--- src/rtl/result_bus_arbiter_pkg.sv ---
// Shared constants, types and helpers for the result-bus arbiter and its
// writeback register.
package result_bus_arbiter_pkg;

    // Global datapath width and destination tag width.
    localparam int RB_DATA_WIDTH = 32;
    localparam int RB_TAG_WIDTH  = 5;

    // Default starvation limit for port 1 (legal range 1..15).
    localparam int RB_MAX_WAIT   = 4;

    // Width of the port-1 starvation counter.
    localparam int WAIT_CNT_W    = 4;

    // Source of a registered writeback result.
    typedef enum logic {
        SRC_P0 = 1'b0,
        SRC_P1 = 1'b1
    } wb_src_e;

    // Saturating increment for the starvation counter.
    function automatic logic [WAIT_CNT_W-1:0] wait_sat_inc(input logic [WAIT_CNT_W-1:0] v);
        if (v == {WAIT_CNT_W{1'b1}}) begin
            return v;
        end else begin
            return v + WAIT_CNT_W'(1);
        end
    endfunction

endpackage

--- src/rtl/result_bus_arbiter_if.sv ---
// Request, result-bus and writeback handshake bundle of the result-bus
// arbiter. The master modport is the arbiter side; the slave modport is
// the producers / result bus / register-file side.
interface result_bus_arbiter_if
    import result_bus_arbiter_pkg::*;
#(
    parameter int DW = RB_DATA_WIDTH,
    parameter int TW = RB_TAG_WIDTH
);
    logic          i_req_0;
    logic [TW-1:0] i_tag_0;
    logic          i_req_1;
    logic [TW-1:0] i_tag_1;
    logic [DW-1:0] i_bus_data;
    logic          o_ren_0;
    logic          o_ren_1;
    logic          o_ack_0;
    logic          o_ack_1;
    logic          o_wb_valid;
    logic [DW-1:0] o_wb_data;
    logic [TW-1:0] o_wb_tag;
    logic          o_wb_src;
    logic          i_wb_ready;
    logic          o_starve;

    modport master (
        input  i_req_0, i_tag_0, i_req_1, i_tag_1, i_bus_data, i_wb_ready,
        output o_ren_0, o_ren_1, o_ack_0, o_ack_1,
        output o_wb_valid, o_wb_data, o_wb_tag, o_wb_src, o_starve
    );

    modport slave (
        output i_req_0, i_tag_0, i_req_1, i_tag_1, i_bus_data, i_wb_ready,
        input  o_ren_0, o_ren_1, o_ack_0, o_ack_1,
        input  o_wb_valid, o_wb_data, o_wb_tag, o_wb_src, o_starve
    );

endinterface

--- src/rtl/result_bus_arbiter_wb_reg.sv ---
// One-entry valid/ready pipeline register (data, tag, source) used in the
// writeback path. A load always wins; otherwise a completed handshake
// empties the entry while data/tag keep their stale values.
// rst_n is an active-high synchronous reset (name kept from the codebase).
module result_bus_arbiter_wb_reg
    import result_bus_arbiter_pkg::*;
#(
    parameter int DATA_WIDTH = RB_DATA_WIDTH,
    parameter int TAG_WIDTH  = RB_TAG_WIDTH
) (
    input  logic                  clk,
    input  logic                  rst_n,
    input  logic                  load,
    input  logic [DATA_WIDTH-1:0] in_data,
    input  logic [TAG_WIDTH-1:0]  in_tag,
    input  logic                  in_src,
    input  logic                  ready,
    output logic                  valid,
    output logic [DATA_WIDTH-1:0] data,
    output logic [TAG_WIDTH-1:0]  tag,
    output logic                  src
);

    logic                  valid_r;
    logic [DATA_WIDTH-1:0] data_r;
    logic [TAG_WIDTH-1:0]  tag_r;
    logic                  src_r;

    // Capture a new result, drain on handshake, or hold.
    always_ff @(posedge clk) begin
        if (rst_n) begin
            valid_r <= 1'b0;
            data_r  <= {DATA_WIDTH{1'b0}};
            tag_r   <= {TAG_WIDTH{1'b0}};
            src_r   <= 1'b0;
        end else if (load) begin
            valid_r <= 1'b1;
            data_r  <= in_data;
            tag_r   <= in_tag;
            src_r   <= in_src;
        end else if (valid_r && ready) begin
            valid_r <= 1'b0;
        end else begin
            valid_r <= valid_r;
        end
    end

    assign valid = valid_r;
    assign data  = data_r;
    assign tag   = tag_r;
    assign src   = src_r;

endmodule

--- src/rtl/result_bus_arbiter.sv ---
// Result-bus arbiter: picks at most one of two producers per cycle (port 0
// fixed priority, port 1 protected by a starvation counter), drives the
// one-hot read-enables into the result-bus mux and registers the returned
// data for the register-file write port.
// rst_n is an active-high synchronous reset (name kept from the codebase).
module result_bus_arbiter
    import result_bus_arbiter_pkg::*;
#(
    parameter int DATA_WIDTH = RB_DATA_WIDTH,
    parameter int TAG_WIDTH  = RB_TAG_WIDTH,
    parameter int MAX_WAIT   = RB_MAX_WAIT
) (
    input  logic                  clk,
    input  logic                  rst_n,
    result_bus_arbiter_if.master  bus
);

    localparam logic [WAIT_CNT_W-1:0] MAX_WAIT_C = WAIT_CNT_W'(MAX_WAIT);

    logic                  can_accept_s;
    logic                  starve_s;
    logic                  grant_0_s;
    logic                  grant_1_s;
    logic                  load_s;
    logic [TAG_WIDTH-1:0]  win_tag_s;
    wb_src_e               win_src_s;
    logic [WAIT_CNT_W-1:0] wait_cnt_r;

    // The writeback entry can take a new result when empty or draining now.
    assign can_accept_s = !bus.o_wb_valid || bus.i_wb_ready;

    // Port 1 has lost MAX_WAIT cycles in a row and the entry can take it.
    assign starve_s = !rst_n && bus.i_req_1 && (wait_cnt_r >= MAX_WAIT_C) && can_accept_s;

    // Grant selection: starvation override, then port 0, then port 1.
    always_comb begin
        grant_0_s = 1'b0;
        grant_1_s = 1'b0;
        if (rst_n) begin
            grant_0_s = 1'b0;
            grant_1_s = 1'b0;
        end else if (!can_accept_s) begin
            grant_0_s = 1'b0;
            grant_1_s = 1'b0;
        end else if (starve_s) begin
            grant_1_s = 1'b1;
        end else if (bus.i_req_0) begin
            grant_0_s = 1'b1;
        end else if (bus.i_req_1) begin
            grant_1_s = 1'b1;
        end else begin
            grant_0_s = 1'b0;
            grant_1_s = 1'b0;
        end
    end

    // Winner's tag and source for the writeback register.
    always_comb begin
        win_tag_s = bus.i_tag_0;
        win_src_s = SRC_P0;
        if (grant_1_s) begin
            win_tag_s = bus.i_tag_1;
            win_src_s = SRC_P1;
        end else begin
            win_tag_s = bus.i_tag_0;
            win_src_s = SRC_P0;
        end
    end

    // Count consecutive cycles port 1 waits, stalls included; saturates.
    always_ff @(posedge clk) begin
        if (rst_n) begin
            wait_cnt_r <= {WAIT_CNT_W{1'b0}};
        end else if (!bus.i_req_1 || grant_1_s) begin
            wait_cnt_r <= {WAIT_CNT_W{1'b0}};
        end else begin
            wait_cnt_r <= wait_sat_inc(wait_cnt_r);
        end
    end

    assign load_s      = grant_0_s | grant_1_s;
    assign bus.o_ren_0 = grant_0_s;
    assign bus.o_ren_1 = grant_1_s;
    assign bus.o_ack_0 = grant_0_s;
    assign bus.o_ack_1 = grant_1_s;
    assign bus.o_starve = starve_s;

    result_bus_arbiter_wb_reg #(
        .DATA_WIDTH (DATA_WIDTH),
        .TAG_WIDTH  (TAG_WIDTH)
    ) u_wb_reg (
        .clk     (clk),
        .rst_n   (rst_n),
        .load    (load_s),
        .in_data (bus.i_bus_data),
        .in_tag  (win_tag_s),
        .in_src  (win_src_s),
        .ready   (bus.i_wb_ready),
        .valid   (bus.o_wb_valid),
        .data    (bus.o_wb_data),
        .tag     (bus.o_wb_tag),
        .src     (bus.o_wb_src)
    );

endmodule

--- src/flat_wrapper.sv ---
// flat-port wrapper written by rule: the top's interface ports become plain ports
module result_bus_arbiter_flat import result_bus_arbiter_pkg::*;
#(
    parameter int DATA_WIDTH = RB_DATA_WIDTH,
    parameter int TAG_WIDTH  = RB_TAG_WIDTH,
    parameter int MAX_WAIT   = RB_MAX_WAIT
)
  (clk, rst_n, bus_i_req_0, bus_i_tag_0, bus_i_req_1, bus_i_tag_1, bus_i_bus_data, bus_i_wb_ready, bus_o_ren_0, bus_o_ren_1, bus_o_ack_0, bus_o_ack_1, bus_o_wb_valid, bus_o_wb_data, bus_o_wb_tag, bus_o_wb_src, bus_o_starve);
  result_bus_arbiter_if bus_i ();
  input  logic clk;
  input  logic rst_n;
  input wire logic [$bits(bus_i.i_req_0)-1:0] bus_i_req_0;
  input wire logic [$bits(bus_i.i_tag_0)-1:0] bus_i_tag_0;
  input wire logic [$bits(bus_i.i_req_1)-1:0] bus_i_req_1;
  input wire logic [$bits(bus_i.i_tag_1)-1:0] bus_i_tag_1;
  input wire logic [$bits(bus_i.i_bus_data)-1:0] bus_i_bus_data;
  input wire logic [$bits(bus_i.i_wb_ready)-1:0] bus_i_wb_ready;
  output wire logic [$bits(bus_i.o_ren_0)-1:0] bus_o_ren_0;
  output wire logic [$bits(bus_i.o_ren_1)-1:0] bus_o_ren_1;
  output wire logic [$bits(bus_i.o_ack_0)-1:0] bus_o_ack_0;
  output wire logic [$bits(bus_i.o_ack_1)-1:0] bus_o_ack_1;
  output wire logic [$bits(bus_i.o_wb_valid)-1:0] bus_o_wb_valid;
  output wire logic [$bits(bus_i.o_wb_data)-1:0] bus_o_wb_data;
  output wire logic [$bits(bus_i.o_wb_tag)-1:0] bus_o_wb_tag;
  output wire logic [$bits(bus_i.o_wb_src)-1:0] bus_o_wb_src;
  output wire logic [$bits(bus_i.o_starve)-1:0] bus_o_starve;
  assign bus_i.i_req_0 = bus_i_req_0;
  assign bus_i.i_tag_0 = bus_i_tag_0;
  assign bus_i.i_req_1 = bus_i_req_1;
  assign bus_i.i_tag_1 = bus_i_tag_1;
  assign bus_i.i_bus_data = bus_i_bus_data;
  assign bus_i.i_wb_ready = bus_i_wb_ready;
  assign bus_o_ren_0 = bus_i.o_ren_0;
  assign bus_o_ren_1 = bus_i.o_ren_1;
  assign bus_o_ack_0 = bus_i.o_ack_0;
  assign bus_o_ack_1 = bus_i.o_ack_1;
  assign bus_o_wb_valid = bus_i.o_wb_valid;
  assign bus_o_wb_data = bus_i.o_wb_data;
  assign bus_o_wb_tag = bus_i.o_wb_tag;
  assign bus_o_wb_src = bus_i.o_wb_src;
  assign bus_o_starve = bus_i.o_starve;
  result_bus_arbiter #(.DATA_WIDTH(DATA_WIDTH), .TAG_WIDTH(TAG_WIDTH), .MAX_WAIT(MAX_WAIT)) u_core (.clk(clk), .rst_n(rst_n), .bus(bus_i));
endmodule
--- config.mk ---
export PLATFORM = sky130hd
export DESIGN_NAME = result_bus_arbiter_flat
export DESIGN_NICKNAME = d
export VERILOG_FILES = /design/src/rtl/result_bus_arbiter_pkg.sv /design/src/rtl/result_bus_arbiter_if.sv /design/src/rtl/result_bus_arbiter_wb_reg.sv /design/src/rtl/result_bus_arbiter.sv /design/src/flat_wrapper.sv
export SDC_FILE = /design/constraint.sdc
export NUM_CORES = 1
export LEC_CHECK = 0
export ABC_AREA = 1
export CAP_MARGIN = 20
export CORE_ASPECT_RATIO = 1.1
export CORE_UTILIZATION = 39
export CTS_CLUSTER_DIAMETER = 100
export DETAILED_ROUTE_END_ITERATION = 6
export PLACE_DENSITY = 0.84
export SYNTH_ARGS = -nofsm -noshare
export SYNTH_HDL_FRONTEND = slang
export SYNTH_SLANG_ARGS = --single-unit
--- constraint.sdc ---
create_clock -name clk -period 1.3 [get_ports clk]
set_input_delay 0.13 -clock clk [delete_from_list [all_inputs] [get_ports clk]]
set_output_delay 0.13 -clock clk [all_outputs]
set_load 0.05 [all_outputs]
# Word level (Yosys, flattened, before mapping)
# Cells that the tools add are included.
# classes
n_addsub	1
magnitude_cmp	1
eq_ne	1
muxes	13
n_bitwise	1
reduce_logical	11
# ops
operator	n
$mux 1	12
$mux 5	1
$add 4x1->4 const B	1
$eq 4x4->1 const B	1
$ge 4x3->1 const B	1
$logic_and 1x1->1	4
$logic_not 1->1	3
$logic_or 1x1->1	2
$reduce_bool 2->1	1
$reduce_or 2->1	1
$or 1x1->1	1
# totals
register_bits	43
input_bits	47
output_inout_bits	44
word_cells	33

# Depth between registers and ports, before layout
# logic_depth
ltp_word	9
mapped_depth	9
mapped_depth_nobuf	9

# Modules after synthesis
# From an unflattened synthesis, not the netlist that was laid out.
# unflattened
cells_unflattened	224
hier_area_um2	1721.7
# modules_own_cells
mod	instances	cells_per_inst	area_per_inst_um2	seq_area_each_um2
result_bus_arbiter_wb_reg	1	170	1362.6	780.7
result_bus_arbiter	1	54	359.1	80.1

# Worst setup path before layout
# Ideal clock, no wire load.
# synth_timing
path_kind	register to output
from	register u_core.u_wb_reg.valid_r (netlist: u_core.u_wb_reg.valid)
to	output bus_o_ren_0
t_arrival_ns	3.200
required_time_ns	1.170
setup_slack_ns	-2.030
path_stages_with_launch	6
path_buffers	1
path_cell_list	dfxtp_1 -> nand2_2 -> nand3_1 -> inv_1 -> nor4_1 -> buf_4
# synth_via
elab_chain_len	6
# synth_rtl
element	line	rtl
start: declaration	result_bus_arbiter_wb_reg.sv:24	logic valid_r;
start signal: assignment	result_bus_arbiter_wb_reg.sv:44	valid_r <= valid_r;
$logic_not 1->1	result_bus_arbiter.sv:30	assign can_accept_s = !bus.o_wb_valid || bus.i_wb_ready;
$logic_or 1x1->1	result_bus_arbiter.sv:30	
$logic_and 1x1->1	result_bus_arbiter.sv:33	assign starve_s = !rst_n && bus.i_req_1 && (wait_cnt_r >= MAX_WAIT_C) && can_accept_s;
named net bus_o_starve	flat_wrapper.sv:26	output wire logic [$bits(bus_i.o_starve)-1:0] bus_o_starve;
$mux 1	result_bus_arbiter.sv:45	end else if (starve_s) begin
$mux 1	result_bus_arbiter.sv:42	end else if (!can_accept_s) begin
$mux 1	result_bus_arbiter.sv:39	if (rst_n) begin
end: declaration	flat_wrapper.sv:18	output wire logic [$bits(bus_i.o_ren_0)-1:0] bus_o_ren_0;
# The timed path passes the listed nets, and every way through them passes these cells.

# Worst setup path after layout
# layout_timing
from	register u_core.wait_cnt_r[3]
to	output bus_o_ack_0
# layout_via
elab_chain_len	6
# layout_rtl
element	line	rtl
start: declaration	result_bus_arbiter.sv:27	logic [WAIT_CNT_W-1:0] wait_cnt_r;
start signal: assignment	result_bus_arbiter.sv:73	wait_cnt_r <= {WAIT_CNT_W{1'b0}};
start signal: assignment	result_bus_arbiter.sv:75	wait_cnt_r <= {WAIT_CNT_W{1'b0}};
start signal: assignment	result_bus_arbiter.sv:77	wait_cnt_r <= wait_sat_inc(wait_cnt_r);
$ge 4x3->1	result_bus_arbiter.sv:33	
$logic_and 1x1->1 (2 in a row)	result_bus_arbiter.sv:33	
$mux 1	result_bus_arbiter.sv:45	
$mux 1	result_bus_arbiter.sv:42	
$mux 1	result_bus_arbiter.sv:39	
end: declaration	flat_wrapper.sv:20	output wire logic [$bits(bus_i.o_ack_0)-1:0] bus_o_ack_0;
# Every way passes these cells.

==> impl_metrics.json <==
{
  "status": "finished, violations left",
  "violations": "negative setup slack",
  "ios": 91,
  "start_kind": "register",
  "drc": 0,
  "period_share": 1.259,
  "drive_gt1_frac": 0.4786,
  "use_met3": 0.07325,
  "grt.overflow.total": 0,
  "drtPass1Iterations": 5,
  "place_ws_ps": -390.3,
  "synth_xor_area_frac": 0.005151,
  "cts_tree": "done",
  "netlist_area_sq_mm": 0.001700,
  "ys.warnings.count": 0,
  "yosys.area_share.simple": 0.2656,
  "crit_cells": 7,
  "antenna_found_initial": 0,
  "critPathMaxStageDelay_ps": 340,
  "hold_viol": 0,
  "utilization": 0.9700,
  "required_ps": 1170,
  "die_area_sq_mm": 0.004628,
  "critPathBufInv": 4,
  "die_h_um": 71.26,
  "critPathTopFamily": "buffers and inverters",
  "use_met1": 0.2962,
  "syn_nets": 275,
  "dp_hpwl_mm": 4.182,
  "avgSynthCellArea_sq_um": 7.491,
  "finalNetCount": 398,
  "synthCells": 227,
  "worstPathMaxFanout": 2,
  "worstPathArrival_ps": 1510,
  "worst_slew_pin_slew_ps": 333.1,
  "path_cells": "inv_2, nand2_4, nand3_4, clkinvlp_4, nor4_4, buf_4, buf_12",
  "port_buffers": 90,
  "period_needed_ps": 1636,
  "routed_wl_mm": 10.29,
  "synth_top_area_frac": 0.5063,
  "synth_top_family_by_area": "simple AND/OR/NAND/NOR gates",
  "r2r_cells": 8,
  "synth.distinct_cells": 21,
  "clk_latency_ps": 320,
  "slew_violations": 0,
  "use_met2": 0.5208,
  "grt_max_degree": 27,
  "fin_skew_ps": 9.099,
  "ant_nets": 0,
  "track_usage": 0.2757,
  "power_mw": 4.002,
  "hold_class": "in2reg",
  "p_per_area_mw_per_mm2": 1010,
  "hold_depth": 3,
  "via_per_inst": 6.055,
  "relSlewSlack": 0.7769,
  "grt_pass1_wl_mm": 9.660,
  "start_util": 0.4164,
  "muxShareOfSynthArea": 0,
  "grt_pass1_vias": 1961,
  "setup_violations": 43,
  "hold_ws_ps": 396.8,
  "clkSinkCount": 43,
  "finalWorstSetupSlack_ps": -336.1,
  "die_w_um": 64.96,
  "synth-seq-area-share": 0.5063,
  "htree_levels": 2,
  "cap_viol_max_count": 0,
  "critical_path_class": "reg2out",
  "ir_drop_mv": 0.9397,
  "postCtsHoldBufs": 0,
  "ys_top_cells_by_area": "dfxtp_1 51%, nand2_1 18%, a21oi_1 11%, nand3_1 5.0%, inv_1 3.1%",
  "diodes": 0,
  "post_synth_fa_ha_maj_area_fraction": 0.007358,
  "grt_setup_unrepaired": "true",
  "cts_buffers": 5,
  "p_leak_nw": 1.681,
  "nFillCells": 67,
  "drt-initial-drc-count": 212,
  "clock-root-buffer": "clkbuf_8",
  "synth-seq-cells": 43,
  "yosys.area.top_type": "dfxtp_1",
  "core-area_sq_mm": 0.004084,
  "top_usage_layer": "met2",
  "clk_pin_slew_ps": 100,
  "syn_to_final_growth_pct": 133.0,
  "fmax_mhz": 611.2,
  "crit_path_end_kind": "primary output",
  "vias": 2440,
  "clock_path_buffers": 2,
  "wl_per_cell_um": 25.52,
  "synth_compound_gate_area_share": 0.1391,
  "tns_ps": -3952,
  "slowest_stage": "dfxtp_2",
  "num_rows": 24,
  "place.gp.congestion": 0.8783
}
## layout by cell type (no fill, tap or decap)
cell type         n
nand2_1          40
o211ai_4          1
clkinvlp_4        2
nor2_1            5
ha_1              1
a21oi_2          13
nand2_4          13
clkdlybuf4s50_1  42
bufinv_16         1
nand2_2          29
clkinv_8          1
dlymetal6s2s_1    1
nor2_2            1
nor4_4            1
o21ai_0           1
clkbuf_16         6
dfxtp_1          40
nand3_4           2
clkbuf_8          6
nand3_1          13
nor2_4            1
dfxtp_4           1
clkinv_2          1
clkinv_4          1
buf_12           46
xor2_1            1
o21a_1            4
dlygate4sd2_1     3
inv_1             7
buf_6             7
inv_2             6
buf_8             4
a21oi_1          23
nand3_2           3
dfxtp_2           2
nor3_1            1
nand4_1           1
buf_16            1
buf_4            19
## logic make-up after synthesis
family / Yosys count
buffers and inverters: 30
xor gates and xnor gates: 1
DFF: 43
AOI/OAI and AO/OA: 42
adders and majority gates: 1
and+or+nand+nor: 110
## cell usage after synthesis
cell	count
clkbuf_1	4
xor2_1	1
o21ai_0	1
ha_1	1
nand3_2	1
nor4_1	1
nand2_1	81
buf_4	2
nor2_2	1
nor3_1	1
o211ai_4	1
nand3_1	17
inv_1	14
buf_2	8
inv_2	2
dfxtp_1	43
a21oi_1	36
nand2_2	1
o21a_1	4
nor2_1	6
nand4_1	1
## worst reg2reg max path, delay by kind of cell (launching register included)
family          cells  cell delay, ps
compound gates      2             340
flops               1             370
buf+inv             4             580
simple gates        2             190
## power by group
| part | internal, mW | switching, mW | total (mW) |
|---|---|---|---|
| registers | 1.39 | 0.103 | 1.50 |
| clock network | 0.623 | 0.526 | 1.15 |
| logic | 0.664 | 0.694 | 1.36 |
| total | 2.68 | 1.32 | 4.00 |
## per-stage QoR
step | cell area, sq um | instances
floorplan | 1760 | 227
global placement | 3236 | 375
detailed placement | 3236 | 375
CTS | 3472 | 389
global route | 3961 | 403
finish | 3961 | 403
## worst paths after layout
path / start / to / slack, ps
max: u_core.wait_cnt_r[3] / bus_o_ack_0 / -340
min: bus_i_bus_data[5] / u_core.u_wb_reg.data[5] / 400
max reg2reg: u_core.u_wb_reg.valid / u_core.u_wb_reg.tag[0] / -260
min reg2reg: u_core.u_wb_reg.data[26] / u_core.u_wb_reg.data[26] / 510
## what timing repair did
action | 4_1_cts | 5_1_grt
resized for setup | 25 | 77
setup endpoints to repair | 23 | 23
pin swaps | 5 | 20
cloned | 0 | 9
buffers inserted | 7 | 8
## routing by layer
layer	wire length, um	part of all wire	vias to the layer above
met1	3495	0.34	1168
li1	-	-	973
met4	660	0.064	0
met2	5157	0.50	229
met3	972	0.095	70
met5	0	0	-
## final cells by class
type,instances,area (sq um),share of cell area
timing repair inverter,1,16.27,0.004106
sequential,43,867.1,0.2189
clock buffer,6,82.58,0.02085
clock inverter,2,35.03,0.008844
timing repair buffer,129,1839,0.4643
multi-input combinational,154,983.4,0.2483
tap,52,65.06,0.01642
inverter,16,72.57,0.01832
## flip-flops by register name, indices dropped and copies added (netlist names)
name and cells:
u_core.u_wb_reg.src 1, u_core.u_wb_reg.data 32, u_core.u_wb_reg.valid 1, u_core.u_wb_reg.tag 5, u_core.wait_cnt_r 4
(Power assumes the default switching activity.)
